$ cat src/rtl/regfile_scheduler.sv
// Register-file load/read scheduler: streams load_len words into the register file,
// then sweeps them back as 4-lane read beats for `passes` passes.
module regfile_scheduler #(
  parameter int DATA_W = 8,
  parameter int DEPTH  = 32
) (
  input  logic              clk,
  input  logic              rst,
  input  logic              start,
  input  logic [5:0]        load_len,
  input  logic [3:0]        passes,
  input  logic [DATA_W-1:0] s_data,
  input  logic              s_valid,
  output logic              s_ready,
  output logic              rf_wr_en,
  output logic [4:0]        rf_wr_addr,
  output logic [DATA_W-1:0] rf_wr_data,
  output logic [4:0]        rf_rd_addr1,
  output logic [4:0]        rf_rd_addr2,
  output logic [4:0]        rf_rd_addr3,
  output logic [4:0]        rf_rd_addr4,
  output logic              rd_valid,
  output logic [3:0]        rd_lane,
  input  logic              rd_ready,
  output logic              busy,
  output logic              done,
  output logic              err
);

  typedef enum logic [2:0] {IDLE, LOAD, SETTLE, READ, DONE} state_t;

  localparam logic [6:0] MAX_LEN = 7'(DEPTH);

  state_t            state_q, state_d;
  logic [5:0]        len_q, len_d;
  logic [3:0]        passes_q, passes_d;
  logic [5:0]        wcnt_q, wcnt_d;
  logic [5:0]        base_q, base_d;
  logic [3:0]        pcnt_q, pcnt_d;
  logic              wr_en_q, wr_en_d;
  logic [4:0]        wr_addr_q, wr_addr_d;
  logic [DATA_W-1:0] wr_data_q, wr_data_d;
  logic              err_q, err_d;

  logic              legal;
  logic [3:0]        lane_ok;
  logic [3:0][4:0]   lane_addr;
  logic [6:0]        lane_idx;

  assign legal = (load_len != 6'd0) && ({1'b0, load_len} <= MAX_LEN) && (passes != 4'd0);

  always_comb begin
    lane_ok   = '0;
    lane_addr = '0;
    lane_idx  = '0;
    for (int unsigned k = 0; k < 4; k++) begin
      lane_idx     = {1'b0, base_q} + 7'(k);
      lane_ok[k]   = lane_idx < {1'b0, len_q};
      lane_addr[k] = lane_ok[k] ? lane_idx[4:0] : 5'd0;
    end
  end

  always_comb begin
    state_d   = state_q;
    len_d     = len_q;
    passes_d  = passes_q;
    wcnt_d    = wcnt_q;
    base_d    = base_q;
    pcnt_d    = pcnt_q;
    wr_en_d   = 1'b0;
    wr_addr_d = wr_addr_q;
    wr_data_d = wr_data_q;
    err_d     = 1'b0;
    case (state_q)
      IDLE: begin
        if (start) begin
          if (legal) begin
            len_d    = load_len;
            passes_d = passes;
            wcnt_d   = '0;
            base_d   = '0;
            pcnt_d   = '0;
            state_d  = LOAD;
          end else begin
            err_d = 1'b1;
          end
        end
      end
      LOAD: begin
        if (s_valid) begin
          wr_en_d   = 1'b1;
          wr_addr_d = wcnt_q[4:0];
          wr_data_d = s_data;
          // Final word leaves wcnt at len-1 so it never passes the latched limit.
          if (wcnt_q == len_q - 6'd1) state_d = SETTLE;
          else                        wcnt_d  = wcnt_q + 6'd1;
        end
      end
      SETTLE: state_d = READ;
      READ: begin
        if (rd_ready) begin
          if ({1'b0, base_q} + 7'd4 >= {1'b0, len_q}) begin
            base_d = '0;
            pcnt_d = pcnt_q + 4'd1;
            if (pcnt_q + 4'd1 == passes_q) state_d = DONE;
          end else begin
            base_d = base_q + 6'd4;
          end
        end
      end
      DONE:    state_d = IDLE;
      default: state_d = IDLE;
    endcase
  end

  always_ff @(posedge clk) begin
    if (rst) begin
      state_q   <= IDLE;
      len_q     <= '0;
      passes_q  <= '0;
      wcnt_q    <= '0;
      base_q    <= '0;
      pcnt_q    <= '0;
      wr_en_q   <= 1'b0;
      wr_addr_q <= '0;
      wr_data_q <= '0;
      err_q     <= 1'b0;
    end else begin
      state_q   <= state_d;
      len_q     <= len_d;
      passes_q  <= passes_d;
      wcnt_q    <= wcnt_d;
      base_q    <= base_d;
      pcnt_q    <= pcnt_d;
      wr_en_q   <= wr_en_d;
      wr_addr_q <= wr_addr_d;
      wr_data_q <= wr_data_d;
      err_q     <= err_d;
    end
  end

  // Outputs are forced low while rst is high, independent of the pending edge.
  logic in_read;
  assign in_read     = !rst && (state_q == READ);
  assign s_ready     = !rst && (state_q == LOAD);
  assign rf_wr_en    = !rst && wr_en_q;
  assign rf_wr_addr  = rst ? '0 : wr_addr_q;
  assign rf_wr_data  = rst ? '0 : wr_data_q;
  assign rd_valid    = in_read;
  assign rd_lane     = in_read ? lane_ok : '0;
  assign rf_rd_addr1 = in_read ? lane_addr[0] : '0;
  assign rf_rd_addr2 = in_read ? lane_addr[1] : '0;
  assign rf_rd_addr3 = in_read ? lane_addr[2] : '0;
  assign rf_rd_addr4 = in_read ? lane_addr[3] : '0;
  assign busy        = !rst && (state_q != IDLE);
  assign done        = !rst && (state_q == DONE);
  assign err         = !rst && err_q;

endmodule

$ cat config.mk
export PLATFORM = sky130hd
export DESIGN_NAME = regfile_scheduler
export DESIGN_NICKNAME = d
export VERILOG_FILES = /design/src/rtl/regfile_scheduler.sv
export SDC_FILE = /design/constraint.sdc
export NUM_CORES = 1
export LEC_CHECK = 0
export CAP_MARGIN = 20
export CORE_UTILIZATION = 50
export DETAILED_ROUTE_END_ITERATION = 12
export PLACE_DENSITY_LB_ADDON = 0.08
export SLEW_MARGIN = 20
export SYNTH_ARGS = -nofsm -noshare
export SYNTH_HDL_FRONTEND = slang
export SYNTH_SLANG_ARGS = --single-unit
$ cat constraint.sdc
create_clock -name clk -period 2.8 [get_ports clk]
set_clock_uncertainty 0.15 [all_clocks]
set_input_delay 0.56 -clock clk [delete_from_list [all_inputs] [get_ports clk]]
set_output_delay 0.56 -clock clk [all_outputs]
set_load 0.01 [all_outputs]
==> key figures, run 1 <==
Floorplanning
  – Die Y-Extent: 75.8 um
  – Io pins: 66
  – Horiz. Die Dim: 75.8 um
  – Row count: 26
  – Core ar.: 5170 um^2
  – Die area: 5750 um^2
  – Starting Density: 0.527

Synthesis
  – Yosys warns: 0
  – Post-synth ARST share: 0
  – Number of flops mapped to enable cells by yosys: 0
  – Post-Syn Area: 2730 um^2
  – Fraction of the yosys area taken by sequential cells: 0.308
  – Mean Syn Cell Area: 7.68 um^2
  – Distinct cell type count after synthesis: 46
  – Synth Instances: 355
  – Number of synthesized register bits: 42
  – Main synth FF type: dfxtp_1

Route
  – WL final: 6500 um
  – Via count: 2595
  – Routed length per instance: 13.0 um
  – Initial DRC count: 128
  – Routed Antenna Nets: 0
  – Residual DRC: 0
  – Vias per Instance: 5.20
  – 1st-pass router iterations: 4

Global routing
  – Pin count of the biggest net entering global routing: 37
  – Total gr overflow: 0
  – Antenna violations before repair: 0
  – Vias in the first global route: 2321
  – Gr usage total: 0.244
  – First-pass GRT wire length: 10800 um

Clocking
  – Hold Buf Count CTS: 0
  – H-tree depth: 2
  – Maximum buffer depth of the clock tree: 2
  – Clock sinks: 42
  – Clk_lat worst skew: 290 ps
  – CTS root buffer: clkbuf_8
  – CTS tree: built
  – Cts bufs inserted: 5
  – Clock Pin Slew Worst Setup and Hold Paths: 80 ps

Status
  – Status: finished, final reports clean

Final layout
  – Final nets: 471
  – Share of layout cells above drive strength 1: 0.156
  – Finished Layout Cells: 499
  – Final Core Density: 0.702
  – Area Growth Syn to Fin: 33.1%
  – # diodes: 0
  – Filler Cells Inserted: 445
  – Footprint of the multi-input gates: 1730 um^2
  – Sequential cell area: 853 um^2

Worst setup path
  – Slowest stage cell, crit path: or4_4
  – Critical Path End Type: flop
  – Crit path kind: in -> reg
  – WP data required: 2870 ps
  – Cell Chain, Critical Path: clkdlybuf4s50_1 > or4_4 > o21a_1 > o41ai_4 > nor2_1 > or4_1 > o21ai_1
  – Crit path arrival time: 2770 ps
  – Nature of the critical path startpoint: primary input
  – Max Fanout on Critical Path: 3
  – Crit-path max cell delay: 540 ps

Place
  – Placed cells: 488
  – Final HPWL DP: 4840 um
  – PortBufs: 61
  – GPL Wtd Cong: 0.810

Power
  – Lkg Pwr: 1.56 nW
  – VDD IR max: 0.000200 V
  – P per Cell Area: 395 nW/um^2

Timing
  – Worst Tran Pin Value: 586 ps
  – F_max: 370 MHz
  – Fin crit share: 0.965
  – Setup-failing EPs final: 0
  – Hold Vio Cnt, Final: 0
  – Max-slew violations: 0
  – Worst rel slew slack: 0.607
  – RSZ-0062 raised after global routing: yes
  – Fin crit period: 2700 ps

Min path
  – Hold Path Class: reg -> reg

Run
  – Max Cap Violations: 0
registers in the layout (all words and copies together), names as in the netlist:
signal and cells:
passes_q 4, err_q 1, wr_addr_q 5, base_q 4, wcnt_q 6, len_q 6
state_q 3, wr_data_q 8, pcnt_q 4, wr_en_q 1
synth_stat cells, drive strengths merged (5+ instances only):
cell type	count	share of area
nand2	45	0.062
dfxtp	42	0.31
nor2	40	0.055
a21oi	25	0.046
ha	20	0.092
nor2b	19	0.044
inv	17	0.023
nand3	17	0.031
clkbuf	16	0.022
mux2i	13	0.048
buf	11	0.027
o21a	9	0.025
xnor2	9	0.029
nor3	8	0.015
o21ai	8	0.015
xor2	7	0.022
or2	5	0.011
layout by cell type, fill, tap and decap left out, drive strengths merged, types with 11 or more instances in the layout:
cell,n
ha,20
nand2,45
inv,17
nand3,17
mux2i,13
clkdlybuf4s50,40
nor2,40
dfxtp,42
nor2b,19
a21oi,25
buf,33
clkbuf,11
report_power, final:
group	leakage, nW	internal [mW]	switching [mW]
combinational	1.17	0.163	0.160
clock	0.0514	0.266	0.210
sequential	0.344	0.618	0.0154
total	1.56	1.05	0.385
final timing paths:
path	from	end	slack, ps	cells past startpoint
worst max-delay path	load_len[0]	state_q[0]$_SDFFE_PP0P_	100	7
worst min-delay path	wr_data_q[7]$_SDFFE_PP0P_	wr_data_q[7]$_SDFFE_PP0P_	300	2
worst max register to register	base_q[2]$_SDFFE_PP0P_	pcnt_q[3]$_SDFFE_PP0P_	250	8
worst min register to register	wr_data_q[7]$_SDFFE_PP0P_	wr_data_q[7]$_SDFFE_PP0P_	300	2
area by class of cell:
type,count,share of cell area
clock buffer,6,0.0200
timing repair buffer,90,0.216
multi-input combinational,272,0.476
clock inverter,2,0.0103
inverter,17,0.0183
sequential,42,0.235
tap,70,0.0241
metrics by stage:
stage	worst slack (ps)	total power, mW	instance area [um^2]	TNS [ps]	hold WS (ps)
after floorplan	240	0.841	2740	0	282
after global placement	-264	0.954	3490	-3080	287
after detailed placement	-341	0.961	3490	-4120	293
after CTS	7.00	1.44	3640	0	305
after global routing	-24.8	1.51	3630	-55.8	321
final	97.8	1.43	3630	0	303
critical path, delay by kind of cell:
kind / cells / cell delay [ps]
simple gates: 3 / 1120
compound gates: 3 / 680
buf+inv: 1 / 420
layer usage:
layer | vias to the layer above | wire length, um | global-route usage
li1 | 1340 | - | -
met1 | 1190 | 3140 | 0.338
met2 | 59 | 3000 | 0.393
met3 | 6 | 293 | 0.0423
met4 | 0 | 55 | 0.0556
met5 | - | 0 | 0
logic make-up (layout without fill, tap and decap cells):
| family | count (synthesis) | in the layout | synth area share |
|---|---|---|---|
| DFF | 42 | 42 | 0.308 |
| other | 1 | 4 | 0.00138 |
| AOI/OAI and AO/OA | 67 | 67 | 0.161 |
| muxes | 14 | 14 | 0.0519 |
| and+or+nand+nor | 151 | 151 | 0.262 |
| buffers and inverters | 44 | 115 | 0.0725 |
| adders and majority gates | 20 | 20 | 0.0918 |
| xor gates and xnor gates | 16 | 16 | 0.0514 |
timing repair:
item                                    CTS  global route
setup buffers                             2             1
gates resized for setup                  41            26
endpoints found under the setup margin   25            21
pin swaps                                 6             2
No activity file was read; power rests on OpenSTA's default activity.
==> run 2: changes to the inputs <==
CORE_MARGIN = 2   (was not set)
CORE_UTILIZATION = 49   (was 50)
==> run 2 against run 1 <==
  * Clock power is 14% lower
  * Via count is 1.9% higher
  * Combinational power is 2% higher
  * Utilization is 3.2 points lower
  * Die area is 7.4% higher
  * First-iteration DRC count is 5.5% lower
  * Register-to-register slack worse by 50 ps
  * Final area is 0.31% higher
  * Worst setup slack better by 5.8 ps
  * Total power is 4.2% lower
==> key figures, run 2 (synthesis gave the netlist of run 1 again) <==
Clocking
  – H-tree depth: 2 (unchanged)
  – CTS tree: built
  – Hold Buf Count CTS: 0 (unchanged)
  – CTS root buffer: clkbuf_8
  – Clk_lat worst skew: 300 ps (about the same)
  – Maximum buffer depth of the clock tree: 2 (unchanged)
  – Clock Pin Slew Worst Setup and Hold Paths: 90 ps (about the same)
  – Cts bufs inserted: 5 (unchanged)
  – Clock sinks: 42 (unchanged)

Final layout
  – Finished Layout Cells: 508 (+1.8%)
  – Max reg flops: 8 (unchanged)
  – # diodes: 0 (unchanged)
  – Area Growth Syn to Fin: 33.5%
  – Most frequent cells in the layout: 44 x nand2_1, 40 x nor2_1, 40 x clkdlybuf4s50_1
  – Biggest regs: wr_data_q: 8 flops, len_q: 6 flops, wcnt_q: 6 flops
  – Commonest non-fill, non-tap cell in the layout: nand2_1
  – Final design instance area without fill: 3640 um^2 (+0.31%)
  – Filler Cells Inserted: 472 (+6.1%)
  – Biggest register: wr_data_q
  – Sequential cell area: 848 um^2 (-0.59%)
  – Footprint of the multi-input gates: 1740 um^2 (+0.94%)
  – Share of layout cells above drive strength 1: 0.181 (+0.0250)
  – Final Core Density: 0.669 (-0.0323)
  – Final nets: 478 (+1.5%)

Route
  – WL met3: 237 um (-19%)
  – Residual DRC: 0 (unchanged)
  – WL final: 6690 um (+3.0%)
  – Routed Antenna Nets: 0 (unchanged)
  – 1st-pass router iterations: 4 (unchanged)
  – Routed length on met2: 3390 um (+13%)
  – Via count: 2645 (+1.9%)
  – Initial DRC count: 121 (-5.5%)
  – Routed length per instance: 13.2 um (+1.2%)
  – DR top layer: met4
  – Routed met1 length: 2960 um (-5.9%)
  – Vias per Instance: 5.21 (+0.12%)

Worst setup path
  – Slowest stage cell, crit path: dfxtp_2
  – Critical path endpoint: rf_rd_addr2[3]
  – Crit path arrival time: 1990 ps (-780 ps)
  – Crit path kind: reg -> out
  – Cell Chain, Critical Path: inv_4 > ha_4 > nor2b_1 > o21a_1 > o21a_1 > o21ai_1 > nand2_1 > buf_4 > nor2_1 > buf_2
  – Critical Path Most Common Cell: o21a_1
  – Crit-path max cell delay: 360 ps (-180 ps)
  – Internal reg-to-reg setup slack: 200 ps (-50 ps)
  – WP data required: 2090 ps (-780 ps)
  – Nature of the critical path startpoint: flop
  – Crit path launch: len_q[2]$_SDFFE_PP0P_
  – Reg2reg end: base_q[4]$_SDFFE_PP0P_
  – RR Startpoint: base_q[2]$_SDFFE_PP0P_
  – R2R cell count: 10 (+2)
  – Critical Path End Type: output pin
  – Max Fanout on Critical Path: 4 (+1)

Timing
  – F_max: 371 MHz (+0.21%)
  – Hold Vio Cnt, Final: 0 (unchanged)
  – Fin crit period: 2700 ps (-5.79 ps)
  – Worst rel slew slack: 0.617 (+0.00927)
  – Worst Tran Pin Value: 572 ps (-13.8 ps)
  – Setup TNS: 0 ps (unchanged)
  – Post-layout worst setup margin: 104 ps (+5.79 ps)
  – Setup-failing EPs final: 0 (unchanged)
  – RSZ-0062 raised after global routing: yes
  – Max-slew violations: 0 (unchanged)
  – Fin crit share: 0.963 (-0.00207)

Place
  – GPL Wtd Cong: 0.803 (-0.83%)
  – Placed inst area: 3520 um^2 (+0.93%)
  – Final HPWL DP: 5110 um (+5.6%)
  – Post-Place Worst Slack: -331 ps (+10.3 ps)
  – Placed cells: 494 (+1.2%)
  – PortBufs: 61 (unchanged)

Status
  – Status: finished, final reports clean

Global routing
  – First-pass GRT wire length: 11100 um (+3.3%)
  – Gr usage total: 0.224 (-0.0198)
  – Vias in the first global route: 2476 (+6.7%)
  – Total gr overflow: 0 (unchanged)
  – Pin count of the biggest net entering global routing: 30 (-19%)
  – Antenna violations before repair: 0 (unchanged)

Floorplanning
  – Die Y-Extent: 78.6 um (+3.6%)
  – Die area: 6180 um^2 (+7.4%)
  – Horiz. Die Dim: 78.6 um (+3.6%)
  – Starting Density: 0.501 (-0.0258)
  – Row count: 27 (+3.8%)
  – Core ar.: 5440 um^2 (+5.2%)
  – Io pins: 66 (unchanged)

Power
  – VDD IR max: 0.000236 V (+18%)
  – P per Cell Area: 377 nW/um^2 (-4.5%)
  – Lkg Pwr: 1.61 nW (+3.1%)

Min path
  – Hold Path Class: reg -> reg

Run
  – Max Cap Violations: 0 (unchanged)
==> run 2: what timing repair did <==
action	CTS	global route
gates resized for setup	60	20
setup buffers	6	0
setup endpoints to repair	25	24
pin swaps	2	7
gates cloned	0	0
==> run 2: stage by stage <==
stage,hold slack [ps],power (mW)
2_1_floorplan,282,0.841
3_3_place_gp,287,0.959
3_5_place_dp,292,0.963
4_1_cts,304,1.37
5_1_grt,327,1.44
6_report,303,1.37
==> run 2: layer usage <==
metal / GRT usage / up-vias
li1: - / 1356
met5: 0 / -
met3: 0.0379 / 11
met1: 0.266 / 1214
met4: 0.0789 / 0
met2: 0.403 / 64
==> run 2: cell type report <==
class,count,area share
inverter,17,0.0182
clock inverter,3,0.00653
timing repair buffer,97,0.219
multi-input combinational,272,0.479
sequential,42,0.233
clock buffer,5,0.0189
tap,72,0.0248
==> run 2: how the worst min path moves through the flow <==
stage                                         start                        end  slack (ps)  cells after the start
after global routing      wr_addr_q[1]$_SDFFE_PP0P_  wr_addr_q[1]$_SDFFE_PP0P_         330                      2
after detailed placement  wr_addr_q[2]$_SDFFE_PP0P_  wr_addr_q[2]$_SDFFE_PP0P_         290                      2
final                     wr_addr_q[4]$_SDFFE_PP0P_  wr_addr_q[4]$_SDFFE_PP0P_         300                      2
after CTS                 wr_addr_q[2]$_SDFFE_PP0P_  wr_addr_q[2]$_SDFFE_PP0P_         300                      2
after global placement    wr_addr_q[0]$_SDFFE_PP0P_  wr_addr_q[0]$_SDFFE_PP0P_         290                      2
after floorplan           wr_addr_q[0]$_SDFFE_PP0P_  wr_addr_q[0]$_SDFFE_PP0P_         280                      2
==> run 2: worst max-delay path, delay by kind of cell, from the launching register on <==
family | cells | cell delay, ps
AOI/OAI and AO/OA | 3 | 450
buffers and inverters | 3 | 350
DFF | 1 | 360
adders and majority gates | 1 | 240
and+or+nand+nor | 3 | 290
==> run 2: power by group <==
group	internal [mW]	total [mW]	switching (mW)	leakage, nW
clock	0.179	0.410	0.231	0.0408
combinational	0.168	0.330	0.162	1.23
sequential	0.618	0.632	0.0140	0.342
total	0.964	1.37	0.407	1.61
